### src/rtl/ram_pkg.sv
// Constants shared between the AXI write and read masters of the RAM port:
// FSM state codes, AXI tie-off values and the AXI address width.
package ram_pkg;

  localparam int AXI_ADDR_W = 27;

  localparam logic [1:0] ST_IDLE = 2'd0;
  localparam logic [1:0] ST_ADDR = 2'd1;
  localparam logic [1:0] ST_RESP = 2'd2;
  localparam logic [1:0] ST_WAIT = 2'd3;

  localparam logic [2:0] AXI_SIZE_8B    = 3'b011;
  localparam logic [1:0] AXI_BURST_INCR = 2'b01;
  localparam logic [3:0] AXI_CACHE_MOD  = 4'b0011;
  localparam logic [1:0] AXI_RESP_OKAY  = 2'b00;

endpackage

### src/rtl/ram_write.sv
// Single-byte AXI4 write master: one 64-bit beat with a one-hot strobe per request.
// Define RAM_WRITE_ERR_EN to flag non-OKAY responses on err and drop their write_signal pulse.
module ram_write
  import ram_pkg::*;
(
  input  logic                  clk_memory,
  input  logic                  reset,
  input  logic [20:0]           addr,
  input  logic [7:0]            data,
  input  logic                  en,
  output logic                  ready,
  output logic                  AWVALID,
  input  logic                  AWREADY,
  output logic [AXI_ADDR_W-1:0] AWADDR,
  output logic [7:0]            AWLEN,
  output logic [2:0]            AWSIZE,
  output logic [1:0]            AWBURST,
  output logic [3:0]            AWCACHE,
  output logic [2:0]            AWPROT,
  output logic                  AWLOCK,
  output logic [3:0]            AWQOS,
  output logic [3:0]            AWREGION,
  output logic                  WVALID,
  input  logic                  WREADY,
  output logic [63:0]           WDATA,
  output logic [7:0]            WSTRB,
  output logic                  WLAST,
  input  logic                  BVALID,
  output logic                  BREADY,
  input  logic [1:0]            BRESP,
  output logic [20:0]           write_addr,
  output logic [7:0]            write_data,
  output logic                  write_signal,
  output logic                  err
);

  logic [1:0]  state;
  logic        aw_done;
  logic        w_done;
  logic [20:0] cap_addr;
  logic [7:0]  cap_data;
  logic        aw_done_n;
  logic        w_done_n;
  logic        b_fire;
  logic        b_ok;

  assign AWLEN    = 8'd0;
  assign AWSIZE   = AXI_SIZE_8B;
  assign AWBURST  = AXI_BURST_INCR;
  assign AWCACHE  = AXI_CACHE_MOD;
  assign AWPROT   = 3'd0;
  assign AWLOCK   = 1'b0;
  assign AWQOS    = 4'd0;
  assign AWREGION = 4'd0;
  assign WLAST    = 1'b1;

  assign ready  = (state == ST_IDLE) || (state == ST_WAIT);
  assign BREADY = (state == ST_RESP);
  assign b_fire = BREADY && BVALID;

  // AW and W channels complete independently; either may finish first.
  assign aw_done_n = aw_done || (AWVALID && AWREADY);
  assign w_done_n  = w_done  || (WVALID && WREADY);

`ifdef RAM_WRITE_ERR_EN
  assign b_ok = (BRESP == AXI_RESP_OKAY);

  always_ff @(posedge clk_memory) begin
    if (reset)                err <= 1'b0;
    else if (b_fire && !b_ok) err <= 1'b1;
  end
`else
  logic unused_bresp;
  assign unused_bresp = ^BRESP;
  assign b_ok         = 1'b1;
  assign err          = 1'b0;
`endif

  // NOTE: state uses non-blocking assignments so every register samples pre-edge values.
  always_ff @(posedge clk_memory) begin
    if (reset) begin
      state        <= ST_IDLE;
      aw_done      <= 1'b0;
      w_done       <= 1'b0;
      cap_addr     <= '0;
      cap_data     <= '0;
      AWVALID      <= 1'b0;
      WVALID       <= 1'b0;
      AWADDR       <= '0;
      WDATA        <= '0;
      WSTRB        <= '0;
      write_addr   <= '0;
      write_data   <= '0;
      write_signal <= 1'b0;
    end else begin
      write_signal <= 1'b0;
      case (state)
        ST_IDLE: begin
          if (en) begin
            cap_addr <= addr;
            cap_data <= data;
            AWADDR   <= {6'b0, addr[20:3], 3'b000};
            WDATA    <= {8{data}};
            WSTRB    <= 8'b1 << addr[2:0];
            AWVALID  <= 1'b1;
            WVALID   <= 1'b1;
            aw_done  <= 1'b0;
            w_done   <= 1'b0;
            state    <= ST_ADDR;
          end
        end
        ST_ADDR: begin
          if (AWREADY) AWVALID <= 1'b0;
          if (WREADY)  WVALID  <= 1'b0;
          aw_done <= aw_done_n;
          w_done  <= w_done_n;
          if (aw_done_n && w_done_n) state <= ST_RESP;
        end
        ST_RESP: begin
          if (BVALID) begin
            if (b_ok) begin
              write_addr <= cap_addr;
              write_data <= cap_data;
            end
            write_signal <= b_ok;
            state        <= ST_WAIT;
          end
        end
        ST_WAIT: begin
          // A held request must not start a second write.
          if (!en) state <= ST_IDLE;
        end
        default: state <= ST_IDLE;
      endcase
    end
  end

endmodule

### config.mk
export PLATFORM = sky130hd
export DESIGN_NAME = ram_write
export DESIGN_NICKNAME = d
export VERILOG_FILES = /design/src/rtl/ram_pkg.sv /design/src/rtl/ram_write.sv
export SDC_FILE = /design/constraint.sdc
export NUM_CORES = 1
export LEC_CHECK = 0
export CORE_ASPECT_RATIO = 1.2
export CORE_MARGIN = 2
export CORE_UTILIZATION = 42
export CTS_CLUSTER_SIZE = 20
export DETAILED_ROUTE_END_ITERATION = 8
export HOLD_SLACK_MARGIN = 0.1
export PLACE_DENSITY = 0.89
export SYNTH_ARGS = -nofsm -noshare
export SYNTH_HDL_FRONTEND = slang
export SYNTH_SLANG_ARGS = --single-unit
### constraint.sdc
create_clock -name clk_memory -period 3.5 [get_ports clk_memory]
set_clock_uncertainty 0.2 [all_clocks]
set_input_delay 0.7 -clock clk_memory [delete_from_list [all_inputs] [get_ports clk_memory]]
set_output_delay 0.7 -clock clk_memory [all_outputs]
set_load 0.02 [all_outputs]
==> impl_metrics.ini <==
[cts]
cts_made_buffers = 9
post_cts_buffers = 0
clk_path_buf_depth = 2
root_buffer = clkbuf_8
tritoncts = built
cts.sink_count = 73
clk_pin_slew_ns = 0.07
ctsHoldBuffers = 0
clk_latency_ns = 0.34
cts-resized-gates = 0
h-tree-depth = 3

[sta]
finalHoldViolCount = 0
period_share_pct = 76.6
slew_headroom_pct = 59.7
setup_ws_ns = 0.818
period_minus_slack_ns = 2.68
tns_ns = 0
timing_worst_slew_pin_value_ns = 0.605
rsz0062_at_grt = no
fmax_mhz = 373
finalSetupViolCount = 0
drv_slew = 0

[placement]
dpl.cell_count = 633
place_ws_ns = 0.932
io_buffers = 158
place_area_sq_um = 4510
dp.final_hpwl_mm = 6.09
gp_congestion = 0.751

[worst_setup_path]
crit_required_ns = 2.60
worstSetupStartpointType = flop
path_cells = inv_1 -> ha_1 -> inv_1 -> clkdlybuf4s50_1
cp_max_fo = 4
path_common_cell = inv_1
arrival_ns = 1.78
slowest_stage = clkdlybuf4s50_1
crit_family = buffers and inverters
worst_path_largest_cell_delay_ns = 0.59
crit_path_end_kind = output pin
worst-setup-path-type = reg -> out
cp_num_buf_inv = 3

[routing]
antenna_left = 0
drt_first_pass_iters = 4
drcViolationCount = 0
wire_per_inst_microns = 12.7
avgViaCountPerCell = 4.56
dr.first_iter.drc_count = 52
vias = 2957
wl_mm = 8.26

[pwr]
p_leak_nw = 1.74
power.net_switching_mw = 1.04
comb_power_share_pct = 39.9
p_sw_share_pct = 37.0
p_clk_share_pct = 24.1
power-per-cell-area_nw_per_um2 = 598
power_frac_seq_pct = 36.0
p_int_mw = 1.78
ir_drop_v = 0.000237

[final_layout]
fin_area_sq_um = 4720
drive_above_1_share_pct = 4.49
n_antenna_cell = 0
multi_input_area_sq_um = 1250
nNetsFinal = 571
layout_commonest_cell = clkdlybuf4s50_1
final_cell_mix = clkdlybuf4s50_1, nand2_1, dfxtp_1
final_cells = 649
syn_to_final_growth_pct = 32.8
register_area_sq_um = 1460
fin_util_pct = 57.9
nFillCells = 721

[logic_synthesis]
ys_types = 25
yosysTopAreaCellShare_pct = 41.1
ys_seq_elements = 73
synth-seq-area-share_pct = 41.1
synth.area.top_cells = dfxtp_1, buf_4, nand2_1
synth_top_cell_by_area = dfxtp_1
synth_ff_type = dfxtp_1
synth_area_sq_um = 3550
syn_inst = 454
ys_warn_count = 0
synth_area_per_cell_sq_um = 7.82
async_flop_share_pct = 0
synth_edf_count = 0

[worst_hold_path]
hp-class = reg -> reg

[floorplan]
coreArea_sq_um = 8150
die_x_microns = 88.0
io_pins = 201
start_util_pct = 43.6
die_y_microns = 105
die_area_sq_um = 9210
rows = 36

[global_routing]
antenna_found_initial = 0
grt_pass1_vias = 2672
grt_pass1_wl_mm = 12.7
grt_max_degree = 31
grt-ovfl-total = 0
grt_usage_pct = 17.4

[run_status]
outcome = completed

[job]
drv_cap = 0
worst paths after layout:
check                                           startpoint                          to  slack, ns  cells after the start
worst max register to register       state[0]$_SDFFE_PP0P_       WSTRB[1]$_SDFFE_PP0P_       1.48                      7
worst min register to register  write_data[3]$_SDFFE_PP0P_  write_data[3]$_SDFFE_PP0P_       0.26                      2
worst max-delay path                 state[0]$_SDFFE_PP0P_                       ready       0.82                      4
worst min-delay path            write_data[3]$_SDFFE_PP0P_  write_data[3]$_SDFFE_PP0P_       0.26                      2
cell type report:
| cell class | count | area share, % |
|---|---|---|
| clock buffer | 12 | 3.29 |
| multi-input combinational | 275 | 26.5 |
| timing repair buffer | 166 | 34.7 |
| tap | 114 | 3.02 |
| inverter | 5 | 0.398 |
| clock inverter | 4 | 1.09 |
| sequential | 73 | 31.0 |
cells in the mapped netlist, types with 2 or more instances:
master and count:
nor2_1 12, mux2i_1 2, nor4b_1 2, a2bb2oi_1 2, a21oi_1 65, buf_4 115
clkbuf_1 17, nand2b_1 4, inv_1 5, buf_2 7, a32oi_1 3, ha_1 4
conb_1 2, nand2_1 127, nor3_1 2, nand4b_1 2, and2_1 3, dfxtp_1 73
through the flow:
step	hold slack, ns	total power [mW]
detailed placement	0.246	2.17
CTS	0.256	2.85
global route	0.273	2.97
global placement	0.241	2.13
finish	0.256	2.82
floorplan	0.232	1.87
cell families after synthesis:
| family | count (synthesis) | share of synthesized area, % |
|---|---|---|
| multiplexers | 2 | 0.564 |
| other | 2 | 0.211 |
| buffers and inverters | 144 | 27.6 |
| AO/OA/AOI/OAI | 73 | 11.1 |
| flip-flops | 73 | 41.1 |
| adder cells (fa/ha/maj) | 4 | 1.41 |
| AND/OR/NAND/NOR | 156 | 17.9 |
worst min-delay path: stages, from the launching register on:
cell	delay [ns]
dfxtp_1	0.31
nand2_1	0.05
a21oi_1	0.05
layer usage:
metal	up-vias	routed length (microns)	global-route usage, %
met1	1350	3180	18.4
li1	1443	-	-
met4	0	194	8.13
met5	-	0	0
met3	17	742	4.98
met2	147	4150	31.0
sequential cells by signal, summed over array words and instances, names as in the netlist:
signal / cells
AWVALID: 1
WDATA: 8
WSTRB: 8
WVALID: 1
aw_done: 1
cap_addr: 21
state: 2
w_done: 1
write_addr: 21
write_data: 8
write_signal: 1
power by group through the flow:
stage / Sequential (mW) / Combinational [mW] / Clock, mW
2_1_floorplan: 1.06 / 0.804 / 0
3_3_place_gp: 1.03 / 1.10 / 0
3_5_place_dp: 1.04 / 1.13 / 0
4_1_cts: 1.02 / 1.13 / 0.702
5_1_grt: 1.03 / 1.21 / 0.736
6_report: 1.02 / 1.13 / 0.680
(Power assumes the default switching activity.)
